`config.mk`:
```
export PLATFORM = sky130hd
export DESIGN_NAME = univ_shift_reg
export DESIGN_NICKNAME = d
export VERILOG_FILES = /design/src/rtl/univ_shift_reg.sv
export SDC_FILE = /design/constraint.sdc
export NUM_CORES = 1
export LEC_CHECK = 0
export ABC_CLOCK_PERIOD_IN_PS = 2100
export CAP_MARGIN = 20
export CORE_MARGIN = 2
export CORE_UTILIZATION = 40
export DETAILED_ROUTE_END_ITERATION = 8
export GPL_ROUTABILITY_DRIVEN = 0
export PLACE_DENSITY = 0.65
export REMOVE_ABC_BUFFERS = 1
export SLEW_MARGIN = 20
export SYNTH_ARGS = -nofsm -noshare
export SYNTH_HDL_FRONTEND = slang
export SYNTH_SLANG_ARGS = --single-unit
```
`constraint.sdc`:
```
create_clock -name clk -period 2.1 [get_ports clk]
set_input_delay 0.42 -clock clk [delete_from_list [all_inputs] [get_ports clk]]
set_output_delay 0.42 -clock clk [all_outputs]
set_load 0.02 [all_outputs]
```
`src/rtl/univ_shift_reg.sv`:
```
// Universal WIDTH-bit register: hold/load/shift/rotate per edge, plus a counted
// burst engine that repeats one shift/rotate op for cnt enabled edges.
module univ_shift_reg #(
  parameter int unsigned      WIDTH     = 8,
  parameter int unsigned      CNT_W     = 4,
  parameter logic [WIDTH-1:0] RESET_VAL = '0
) (
  input  logic             clk,
  input  logic             rst,
  input  logic             en_i,
  input  logic [2:0]       mode_i,
  input  logic             sin_i,
  input  logic [WIDTH-1:0] d_i,
  input  logic             start_i,
  input  logic [CNT_W-1:0] cnt_i,
  output logic [WIDTH-1:0] q_o,
  output logic             sout_o,
  output logic             busy_o,
  output logic             done_o
);

  localparam logic [2:0] M_LOAD = 3'b001;
  localparam logic [2:0] M_SHL  = 3'b010;
  localparam logic [2:0] M_SHR  = 3'b011;
  localparam logic [2:0] M_ROL  = 3'b100;
  localparam logic [2:0] M_ROR  = 3'b101;

  typedef enum logic {S_IDLE, S_RUN} state_e;

  state_e           state_q, state_d;
  logic [WIDTH-1:0] q_q, q_d;
  logic [CNT_W-1:0] rem_q, rem_d;
  logic [2:0]       mode_lat_q, mode_lat_d;
  logic             busy_q, busy_d;
  logic             done_q, done_d;
  logic [2:0]       mode_eff_c;

  // One register operation; hold and the unused 11x codes leave q unchanged.
  function automatic logic [WIDTH-1:0] apply_op(input logic [2:0]       m,
                                                input logic [WIDTH-1:0] cur,
                                                input logic             s,
                                                input logic [WIDTH-1:0] ld);
    logic [WIDTH-1:0] r;
    r = cur;
    case (m)
      M_LOAD:  r = ld;
      M_SHL:   r = {cur[WIDTH-2:0], s};
      M_SHR:   r = {s, cur[WIDTH-1:1]};
      M_ROL:   r = {cur[WIDTH-2:0], cur[WIDTH-1]};
      M_ROR:   r = {cur[0], cur[WIDTH-1:1]};
      default: r = cur;
    endcase
    return r;
  endfunction

  // Only shift/rotate codes can be bursted.
  function automatic logic is_shift(input logic [2:0] m);
    return (m >= M_SHL) && (m <= M_ROR);
  endfunction

  // State register; done is a pulse so it clears on every edge regardless of en.
  always_ff @(posedge clk or posedge rst) begin
    if (rst) begin
      state_q    <= S_IDLE;
      q_q        <= RESET_VAL;
      rem_q      <= '0;
      mode_lat_q <= '0;
      busy_q     <= 1'b0;
      done_q     <= 1'b0;
    end else begin
      state_q    <= state_d;
      q_q        <= q_d;
      rem_q      <= rem_d;
      mode_lat_q <= mode_lat_d;
      busy_q     <= busy_d;
      done_q     <= done_d;
    end
  end

  // Next-state: plain register in IDLE, latched-mode burst in RUN.
  always_comb begin
    state_d    = state_q;
    q_d        = q_q;
    rem_d      = rem_q;
    mode_lat_d = mode_lat_q;
    busy_d     = busy_q;
    done_d     = 1'b0;
    if (en_i) begin
      case (state_q)
        S_IDLE: begin
          if (start_i && is_shift(mode_i)) begin
            if (cnt_i == '0) begin
              done_d = 1'b1;
            end else begin
              q_d = apply_op(mode_i, q_q, sin_i, d_i);
              if (cnt_i == CNT_W'(1)) begin
                done_d = 1'b1;
              end else begin
                state_d    = S_RUN;
                mode_lat_d = mode_i;
                rem_d      = cnt_i - CNT_W'(1);
                busy_d     = 1'b1;
              end
            end
          end else begin
            q_d = apply_op(mode_i, q_q, sin_i, d_i);
          end
        end
        S_RUN: begin
          q_d   = apply_op(mode_lat_q, q_q, sin_i, d_i);
          rem_d = rem_q - CNT_W'(1);
          if (rem_q == CNT_W'(1)) begin
            state_d = S_IDLE;
            busy_d  = 1'b0;
            done_d  = 1'b1;
          end
        end
        default: state_d = S_IDLE;
      endcase
    end
  end

  // Serial out follows the op direction: latched mode during a burst, live mode otherwise.
  always_comb begin
    mode_eff_c = (state_q == S_RUN) ? mode_lat_q : mode_i;
    sout_o     = ((mode_eff_c == M_SHL) || (mode_eff_c == M_ROL)) ? q_q[WIDTH-1] : q_q[0];
  end

  assign q_o    = q_q;
  assign busy_o = busy_q;
  assign done_o = done_q;

endmodule

```
After elaboration in Yosys (flattened, before gate mapping):

Cells that the tools add are included.

* register bits: 18
* latch bits: 0
* bits in writable memories: 0
* bits in read-only memories: 0
* bits of input ports: 20
* output and inout bits: 11
* word-level logic and storage cells: 68
* memories: 0

* add/subtract/negate cells: 2
* multipliers: 0
* div/mod/pow operators: 0
* magnitude comparators: 2
* equality and inequality tests: 20
* shift operators: 0
* mux-type cells: 27
* bitwise logic cells: 3
* reduce and logical (&&, ||, !) cells: 8

Operators by type and width (number)
* $pmux 8 s5: 2
* $mux 8: 2
* $pmux 8 s2: 1
* $eq 3x2->1 const B: 5
* $eq 3x3->1 const B: 5
* $mux 1: 14
* $mux 4: 3
* $reduce_and 5->1: 2
* $eq 4x1->1 const B: 2
* $pmux 4 s2: 1
* $sub 4x1->4 const B: 2
* $eq 3x1->1 const B: 2
* $ne 2x2->1 const B: 3
* $ne 6x1->1 const B: 1
* $pmux 1 s2: 3
* $logic_not 4->1: 1
* $reduce_and 4->1: 1
* $ge 3x2->1 const B: 1
* $le 3x3->1 const B: 1
* $mux 3: 1
* $ne 3x3->1 const B: 1
* $not 1->1: 3
* $reduce_and 3->1: 1
* $logic_and 1x1->1: 2
* other kinds (2): 2

Longest topological paths before layout:

* word-level depth: 6
* gate-level depth with buffers: 7
* depth with buffers taken out: 7

Worst setup path after synthesis:

Ideal clock, no wire load.

* path type: input port to flip-flop
* start: in cnt_i[1]
* end: reg q_q[0], in the netlist q_o[0]
* setup time: 125 ps
* arrival time: 1766 ps
* required time: 1975 ps
* setup slack: 210 ps
* stages: 7
* path buffers: 0
* cells stage by stage: inv_1 -> ha_1 -> nand2_1 -> nor3_2 -> a211oi_1 -> o311ai_4 -> mux2_2

* word-level cells in the longest chain between the ends: 3

RTL lines
* from (decl): RTL line 15 `input logic [CNT_W-1:0] cnt_i,`
* $logic_not 4->1: RTL line 92 `if (cnt_i == '0) begin`
* $ne 3x3->1 (no line)
* $reduce_and 3->1 (no line)
* to (signal assigned): RTL line 72 `q_q <= q_d;`
* to (decl): RTL line 31 `logic [WIDTH-1:0] q_q, q_d;`

No other way between the ends.
A chain may end at the register's enable or synchronous reset.

Worst setup path in the final report:

* start: in cnt_i[0]
* end: reg q_q[2], in the netlist q_o[2]

The elaborated chain is that of the path after synthesis.

==> impl_metrics.env <==
export IMPL_critPathMaxFanout=8
export IMPL_routedWlPerCell_um=14.4
export IMPL_leakage_nw=0.969
export IMPL_start_util_pct=40.9
export IMPL_grt_pass1_wl_um=6180
export IMPL_grt_max_degree=33
export IMPL_yosysSeqAreaShare_pct=30.5
export IMPL_yosysTopAreaCellShare_pct=30.5
export IMPL_yosys_warnings=0
export IMPL_required_ps=2240
export IMPL_final_cells=278
export IMPL_netlist_instances=172
export IMPL_timing_rr_start="state_q"
export IMPL_insertion_delay_ps=250
export IMPL_yosys_register_bits=18
export IMPL_synth_top_cell_by_area="dfrtp_1"
export IMPL_max_slew_margin_pct=78.2
export IMPL_root_buffer="clkbuf_8"
export IMPL_port_buffers=30
export IMPL_tns_ps=0
export IMPL_fin_crit_sh_pct=97.9
export IMPL_worstSetupPathType="input pin to register"
export IMPL_track_usage_pct=19.0
export IMPL_syn_area_um2=1480
export IMPL_max_freq_ghz=0.487
export IMPL_die_h_um=64.8
export IMPL_fin_worst_skew_ps=3.62
export IMPL_drc=0
export IMPL_fin_area_um2=2130
export IMPL_coreArea_um2=3610
export IMPL_place_ws_ps=-521
export IMPL_slowest_stage="mux2_2"
export IMPL_dpl_cell_count=262
export IMPL_vias=1481
export IMPL_first_pass_iters=4
export IMPL_drt_wl_total_um=4010
export IMPL_numCtsBuffers=3
export IMPL_startpoint="cnt_i[0]"
export IMPL_finalCriticalPeriod_ps=2060
export IMPL_cts_sinks=18
export IMPL_drtAntennaViolNets=0
export IMPL_reg2reg_slack_ps=470
export IMPL_cts_tree="built"
export IMPL_dieArea_um2=4190
export IMPL_whs_ps=483
export IMPL_critPathLaunchType="input pin"
export IMPL_worstPathArrival_ps=2200
export IMPL_finalWorstSetupSlack_ps=44.7
export IMPL_report_final_hold_viol_count=0
export IMPL_die_w_um=64.8
export IMPL_powerDensity_nw_per_um2=1020
export IMPL_synth_avg_cell_area_um2=8.58
export IMPL_setup_viol=0
export IMPL_ir_worst_vdd_mv=0.440
export IMPL_drtIter0Drc=61
export IMPL_dp_hpwl_um=2780
export IMPL_worst_slew_pin_transition_ps=326
export IMPL_grt_pass1_vias=1421
export IMPL_ys_types=37
export IMPL_hold_path_class="input pin to asynchronous set/reset pin"
export IMPL_slowest_delay_ps=330
export IMPL_grt_antenna_before_repair=0
export IMPL_ios=31
export IMPL_nets=255
export IMPL_grt_overflow=0
export IMPL_rsz0062_at_grt="false"
export IMPL_rows=22
export IMPL_crit_chain="dlygate4sd2_1 > inv_1 > ha_2 > nand2_1 > nor3_2 > buf_4 > nor2_1 > o311ai_4 > buf_12 > mux2_2"
export IMPL_placed_area_um2=1970
export IMPL_cts_max_level=1
export IMPL_area_growth_pct=44.2
export IMPL_routed_via_density=5.33
export IMPL_drive_above_1_share_pct=26.5
export IMPL_clk_pin_slew_ps=70
export IMPL_status="completed"
export IMPL_worstSetupEndpointType="register"
export IMPL_synthTopCellsByArea="dfrtp_1 (31%), mux2i_1 (11%), mux2_2 (9.2%), nand2_1 (4.8%), o21ai_0 (4.4%)"
export IMPL_max_cap_violations=0
export IMPL_antenna_cells=0
export IMPL_clock_path_buffers=2
export IMPL_slew_violations=0
export IMPL_num_fill_cells=328
metal layers:
layer	global-route usage, %	wire length (um)	up-vias	part of all wire [%]
met5	0	0	-	0
met4	6.12	47	0	1.2
met3	2.78	165	8	4.1
met2	36.6	2190	44	55
met1	20.9	1610	702	40
li1	-	-	727	-
flip-flops by register name (all words and copies together), names as in the netlist:
register,cells
busy_o,1
mode_lat_q,3
state_q,1
done_o,1
q_o,8
rem_q,4
metrics by stage:
step	power, mW	util (%)
3_5_place_dp	1.88	54.7
3_3_place_gp	1.82	54.7
4_1_cts	2.18	58.7
2_1_floorplan	1.37	-
6_report	2.18	59.0
5_1_grt	2.34	59.0
power breakdown:
part	switching, mW	leakage [nW]	internal (mW)
clock	0.119	0.0288	0.166
sequential	0.188	0.221	0.483
combinational	0.602	0.720	0.622
cell families after synthesis:
kind of cell	after synthesis	share of synthesized area [%]
fa+ha+maj	4	3.39
mux	28	20.0
flops	18	30.5
xor+xnor	5	3.48
simple gates	51	15.8
compound gates	45	20.7
buf+inv	21	6.10
layout by cell type (no fill, tap or decap), drive strengths merged, types with 3 or more instances in the layout:
| cell | netlist | layout |
|---|---|---|
| nand2 | 19 | 19 |
| mux2i | 16 | 16 |
| ha | 4 | 4 |
| buf | 8 | 37 |
| clkdlybuf4s50 | 0 | 24 |
| mux2 | 12 | 12 |
| nor3 | 7 | 7 |
| nor2 | 16 | 16 |
| o21ai | 15 | 15 |
| clkbuf | 4 | 4 |
| xor2 | 3 | 3 |
| dlygate4sd2 | 0 | 4 |
| dfrtp | 18 | 18 |
| o22ai | 3 | 3 |
| o211ai | 7 | 7 |
| a21oi | 9 | 9 |
| inv | 9 | 9 |
synthesized netlist by cell type:
cell type  number
nor3_1          6
or2b_2          1
a311o_1         1
nor3b_1         2
o21ai_0        13
o311a_2         1
ha_1            4
o21ai_1         2
clkbuf_2        1
xor2_1          2
or2b_1          1
mux2_2         12
xor2_2          1
buf_2           8
nor2_1         16
clkbuf_1        3
o32a_1          1
o31ai_1         1
mux2i_1        16
nand3_1         1
or3_1           1
o211ai_1        7
nand2b_1        1
nor3_2          1
a211oi_1        1
o2111a_1        1
xnor2_1         2
inv_1           9
nand2_1        19
nand3b_1        1
and2_1          1
o311ai_4        1
o22a_1          2
dfrtp_1        18
a31oi_1         2
o22ai_1         3
a21oi_1         9
timing repair:
action                     in CTS  in global routing
pin swaps                       3                  1
gates resized for setup        11                  4
setup endpoints to repair       8                  9
hold buffers                    0                  0
setup buffers                  12                  0
area by class of cell:
type | instances | area [um^2] | share of cell area, %
flip-flops and latches | 18 | 450 | 21.2
well taps | 48 | 60.1 | 2.82
inverters | 9 | 33.8 | 1.59
clock buffers | 4 | 55.1 | 2.59
repair buffers | 66 | 578 | 27.2
multi-input cells | 133 | 951 | 44.7
final timing paths:
check,end,cells after the start
setup reg to reg,q_o[2],5
hold / removal,q_o[3],3
max in group asynchronous,rem_q[1],3
min in group clk,busy_o,2
hold reg to reg,busy_o,2
setup / recovery,q_o[2],10
critical path, delay by kind of cell:
| family | cells | cell delay [ps] |
|---|---|---|
| and+or+nand+nor | 3 | 310 |
| buffers and inverters | 4 | 660 |
| muxes | 1 | 330 |
| AOI/OAI and AO/OA | 1 | 290 |
| adders and majority gates | 1 | 180 |
(Power assumes the default switching activity.)
